===== config.mk =====
export PLATFORM = sky130hd
export DESIGN_NAME = path_sequencer
export DESIGN_NICKNAME = d
export VERILOG_FILES = /design/src/rtl/path_sequencer.sv
export SDC_FILE = /design/constraint.sdc
export NUM_CORES = 1
export LEC_CHECK = 0
export BUFFER_PORTS_ARGS = -buffer_cell sky130_fd_sc_hd__buf_2
export CORE_MARGIN = 4
export CORE_UTILIZATION = 40
export CTS_CLUSTER_SIZE = 8
export DETAILED_ROUTE_END_ITERATION = 10
export PLACE_DENSITY = 0.6
export SLEW_MARGIN = 20
export SYNTH_ARGS = -nofsm -noshare
export SYNTH_HDL_FRONTEND = slang
export SYNTH_SLANG_ARGS = --single-unit

===== constraint.sdc =====
create_clock -name clk_3125KHz -period 4.27 [get_ports clk_3125KHz]
set_input_delay 0.854 -clock clk_3125KHz [delete_from_list [all_inputs] [get_ports clk_3125KHz]]
set_output_delay 0.854 -clock clk_3125KHz [all_outputs]
set_load 0.02 [all_outputs]

===== src/rtl/path_sequencer.sv =====
// path_sequencer
// Node-by-node path controller. A planner loads an ordered list of
// {node id, turn code} entries; each accepted node_changed pulse during a
// run advances the list, updating the upcoming turn and the last traversed
// node, until the list is exhausted.
//
// Ports:
//   clk_3125KHz   system clock (rising edge)
//   reset         asynchronous active-high reset
//   load_start    pulse: begin loading a new path
//   wr_valid      path entry valid; wr_data = {node id[6:2], turn[1:0]}
//   wr_last       final entry qualifier
//   wr_ready      high while loading (decoded from state only)
//   run           pulse: start traversal
//   abort         level: return to IDLE, clear everything
//   node_changed  pulse: line follower left a node
//   turn_flag     turn code for the upcoming node
//   realtime_pos  id of the most recently traversed node
//   end_path      path complete, held in DONE
//   busy          traversal in progress
//   path_len      entries loaded
//   node_idx      entries consumed
//   truncated     sticky: buffer filled without wr_last
module path_sequencer #(
    parameter int unsigned DEPTH        = 32,
    parameter int unsigned GUARD_CYCLES = 3125,
    parameter logic [4:0]  START_POS    = 5'd0
) (
    input  logic                         clk_3125KHz,
    input  logic                         reset,
    input  logic                         load_start,
    input  logic                         wr_valid,
    input  logic [6:0]                   wr_data,
    input  logic                         wr_last,
    output logic                         wr_ready,
    input  logic                         run,
    input  logic                         abort,
    input  logic                         node_changed,
    output logic [1:0]                   turn_flag,
    output logic [4:0]                   realtime_pos,
    output logic                         end_path,
    output logic                         busy,
    output logic [$clog2(DEPTH+1)-1:0]   path_len,
    output logic [$clog2(DEPTH+1)-1:0]   node_idx,
    output logic                         truncated
);

    localparam int unsigned CW = $clog2(DEPTH + 1);
    localparam int unsigned AW = $clog2(DEPTH);
    localparam int unsigned GW = $clog2(GUARD_CYCLES + 1);

    typedef enum logic [2:0] {IDLE, LOAD, ARMED, RUN, DONE} state_t;

    state_t          state, state_next;
    logic [6:0]      mem [DEPTH];
    logic [GW-1:0]   guard;
    logic [CW-1:0]   len_inc, idx_inc;
    logic            len_full, last_node, accept, restart, wr_en;

    assign len_inc   = path_len + CW'(1);
    assign idx_inc   = node_idx + CW'(1);
    assign len_full  = (len_inc == CW'(DEPTH));
    assign last_node = (idx_inc == path_len);
    assign accept    = (state == RUN) && node_changed && (guard == '0);
    // load_start is honoured everywhere except RUN
    assign restart   = load_start && (state != RUN);
    assign wr_en     = (state == LOAD) && wr_valid && !load_start && !abort;

    // State register
    always_ff @(posedge clk_3125KHz or posedge reset) begin
        if (reset) state <= IDLE;
        else       state <= state_next;
    end

    // Next-state logic
    always_comb begin
        state_next = state;
        if (abort) begin
            state_next = IDLE;
        end else if (restart) begin
            state_next = LOAD;
        end else begin
            case (state)
                IDLE:    state_next = IDLE;
                LOAD:    if (wr_valid && (wr_last || len_full)) state_next = ARMED;
                ARMED:   if (run) state_next = RUN;
                RUN:     if (accept && last_node) state_next = DONE;
                DONE:    state_next = DONE;
                default: state_next = IDLE;
            endcase
        end
    end

    // Outputs decoded straight from the state register
    always_comb begin
        wr_ready = (state == LOAD);
        busy     = (state == RUN);
    end

    // Path storage; contents need no reset
    always_ff @(posedge clk_3125KHz) begin
        if (wr_en) mem[path_len[AW-1:0]] <= wr_data;
    end

    // Registered datapath
    always_ff @(posedge clk_3125KHz or posedge reset) begin
        if (reset) begin
            turn_flag    <= '0;
            realtime_pos <= START_POS;
            end_path     <= 1'b0;
            path_len     <= '0;
            node_idx     <= '0;
            truncated    <= 1'b0;
            guard        <= '0;
        end else if (abort) begin
            turn_flag    <= '0;
            realtime_pos <= START_POS;
            end_path     <= 1'b0;
            path_len     <= '0;
            node_idx     <= '0;
            truncated    <= 1'b0;
            guard        <= '0;
        end else if (restart) begin
            turn_flag    <= '0;
            end_path     <= 1'b0;
            path_len     <= '0;
            node_idx     <= '0;
            truncated    <= 1'b0;
        end else begin
            case (state)
                LOAD: begin
                    if (wr_valid) begin
                        path_len <= len_inc;
                        if (wr_last || len_full) begin
                            // Entry 0 may be written on this same edge
                            turn_flag <= (path_len == '0) ? wr_data[1:0]
                                                          : mem[0][1:0];
                        end
                        if (!wr_last && len_full) truncated <= 1'b1;
                    end
                end
                ARMED: begin
                    if (run) begin
                        realtime_pos <= START_POS;
                        guard        <= '0;
                    end
                end
                RUN: begin
                    if (accept) begin
                        realtime_pos <= mem[node_idx[AW-1:0]][6:2];
                        node_idx     <= idx_inc;
                        guard        <= GW'(GUARD_CYCLES);
                        if (last_node) begin
                            end_path  <= 1'b1;
                            turn_flag <= '0;
                        end else begin
                            turn_flag <= mem[idx_inc[AW-1:0]][1:0];
                        end
                    end else if (guard != '0) begin
                        guard <= guard - GW'(1);
                    end
                end
                default: ;
            endcase
        end
    end

endmodule


==> reports/metrics.yaml <==
job:
  maxCapViolCount: 0
die:
  rows: 60
  die_area_mm2: 0.0301
  core_mm2: 0.0270
  num_io_pins: 38
  start_util_pct: 40.7
  die_w_um: 174
  die_y_um: 174
drt:
  drt_drc_violations_left: 0
  via_count: 6061
  drt_first_iter_violations: 634
  drt_wl_total_mm: 25.4
  dr.pass1.iters: 4
  wl_per_cell_um: 23.9
  vias_per_cell: 5.71
  drtAntennaViolNets: 0
yosys:
  synth_area_leaders: "edfxtp_1 (61%), mux4_2 (11%), dfrtp_1 (8.2%), mux2i_1 (2.2%), nor2_1 (2.0%)"
  synthTopCellsByCount: "edfxtp_1 (224), nor2_1 (58), mux4_2 (55)"
  synth.most_common_cell: "edfxtp_1"
  synth_enable_flop_cells: 224
  ys_types: 58
  syn_avg_cell_area_um2: 17.2
  yosysWarnings: 0
  ys.flop_type: "edfxtp_1"
  ys_seq_elements: 260
  syn-cell-area_mm2: 0.0110
  synth_top_area_share_pct: 61.3
  async_flop_share_pct: 13.8
  syn_nets: 659
  ys_seq_area_share_pct: 69.6
  syn-instance-count: 637
  synth_top_area_cell: "edfxtp_1"
timing:
  rsz0062_at_grt: "false"
  timing.fmax_ghz: 0.313
  finalCritPeriodShare_pct: 74.8
  setup_tns_ps: 0
  fin_ws_ps: 1080
  post-route-min-period_ps: 3190
  skew_ps: 12.6
  worst_slew_pin_slew_ps: 1040
  setup_viol: 0
  slew_headroom_pct: 30.2
  hold_viol: 0
  slew_viol_final: 0
global_routing:
  gr-total-overflow: 0
  antenna_found_initial: 0
  grt_pass1_wl_mm: 39.0
  grt_usage_pct: 16.9
  grt_pass1_vias: 6236
  grt_max_degree: 53
cells_and_area:
  seq_area_mm2: 0.00763
  n_antenna_cell: 0
  area_growth_pct: 14.8
  multi_input_area_mm2: 0.00313
  nets: 713
  fin_cells: 1061
  fillerInstances: 2267
  drive_gt1_share_pct: 21.7
placement:
  gp_congestion: 0.892
  dp_slack_ps: 1190
  dpl.hpwl_mm: 16.4
  port_buffers: 37
  placedCellCount: 992
power_and_ir_drop:
  vdd_drop_max_mv: 0.241
  power_leakage_uw: 0.00420
  powerDensity_mw_per_mm2: 463
min_path:
  hp-class: "in -> async"
clock_network:
  post_cts.repair.setup_buffers: 0
  path_clk_slew_ps: 50
  cts.repair.resized: 0
  holdBufCountCts: 0
  h-tree-depth: 2
  cts_buffers: 38
  clkLatencyLatePin_ps: 510
  clock_path_buffers: 3
  cts_tree: "done"
  cts_root_buffer: "clkbuf_16"
  clock-sinks: 260
worst_setup_path:
  end_kind: "flop"
  path_max_fanout: 8
  critPathArrivalTime_ps: 3320
  critPathLaunchType: "flop"
  worstSetupPathType: "reg -> reg"
  worstPathRequired_ps: 4400
status:
  outcome: "complete, no violations"
[layout by cell type, fill, tap and decap left out, types with 5 or more instances in the layout]
| cell type | instances |
|---|---|
| xor2_1 | 6 |
| a21oi_1 | 15 |
| nor3_1 | 7 |
| nor4_1 | 9 |
| buf_4 | 8 |
| clkbuf_16 | 39 |
| xnor2_1 | 12 |
| mux4_2 | 55 |
| ha_1 | 7 |
| nand2_1 | 33 |
| clkbuf_1 | 28 |
| nor2b_1 | 7 |
| buf_2 | 37 |
| dfrtp_1 | 34 |
| inv_1 | 9 |
| nor2_1 | 58 |
| o22a_1 | 5 |
| mux2i_1 | 24 |
| nand3_1 | 8 |
| o21ai_0 | 14 |
| edfxtp_1 | 224 |
| nand3b_1 | 11 |
[final cells by class]
class | instances | share of cell area (%)
clock inverter | 2 | 0.308
inverter | 9 | 0.268
sequential | 260 | 60.6
clock buffer | 67 | 8.59
timing repair buffer | 45 | 1.95
tap | 341 | 3.39
multi-input combinational | 337 | 24.9
[metal layers]
| layer | global-route usage, % | share of wire [%] | vias to the layer above |
|---|---|---|---|
| met5 | 0 | 0 | - |
| met4 | 5.72 | 2.4 | 0 |
| met3 | 3.49 | 6.2 | 40 |
| met2 | 25.8 | 47 | 231 |
| met1 | 24.5 | 45 | 3157 |
| li1 | - | - | 2633 |
[critical path, cell delays in order, from the launching register on]
cell	delay [ps]
dfrtp_1	480
nor3b_1	460
nand2_1	180
nor3_1	470
nand2_1	520
nor2_1	730
[logic make-up (layout without fill, tap and decap cells)]
logic type	Yosys count	after routing	share of synthesized area, %
fa+ha+maj	7	7	0.799
mux	87	87	14.9
flops	260	260	69.6
buf+inv	40	123	1.85
simple gates	161	161	7.39
compound gates	62	62	3.80
xor+xnor	20	20	1.73
[path summary, 6_finish.rpt]
check                           startpoint         endpoint  slack [ps]  cells past startpoint
max                               state[0]       mem[29][1]        1080                      5
min                                  reset      path_len[0]         230                      2
max reg2reg                       state[0]       mem[29][1]        1080                      5
min reg2reg                realtime_pos[2]  realtime_pos[2]         490                      2
max in group asynchronous            reset      node_idx[0]        3330                      3
min in group clk_3125KHz   realtime_pos[2]  realtime_pos[2]         490                      2
[registers in the layout, summed over array words and instances, names as in the netlist]
register / cells
truncated: 1
mem: 224
turn_flag: 2
realtime_pos: 5
node_idx: 6
path_len: 6
state: 3
guard: 12
end_path: 1
[per-stage QoR]
| stage | power, uW | hold slack [ps] | util (%) | instance area (um^2) |
|---|---|---|---|---|
| 2_1_floorplan | 3000 | 495 | - | 11000 |
| 3_3_place_gp | 3090 | 468 | 42.6 | 11500 |
| 3_5_place_dp | 3100 | 481 | 42.6 | 11500 |
| 4_1_cts | 5890 | 219 | 46.7 | 12600 |
| 5_1_grt | 6040 | 237 | 46.7 | 12600 |
| 6_report | 5830 | 231 | 46.7 | 12600 |
[report_power, final]
group / switching (uW) / leakage, uW / total, uW / internal [uW]
Clock: 1020 / 0.000532 / 2780 / 1760
Combinational: 149 / 0.00116 / 229 / 80.8
Sequential: 32.1 / 0.00250 / 2820 / 2790
Total: 1200 / 0.00420 / 5830 / 4630
No activity file was read; power rests on OpenSTA's default activity.
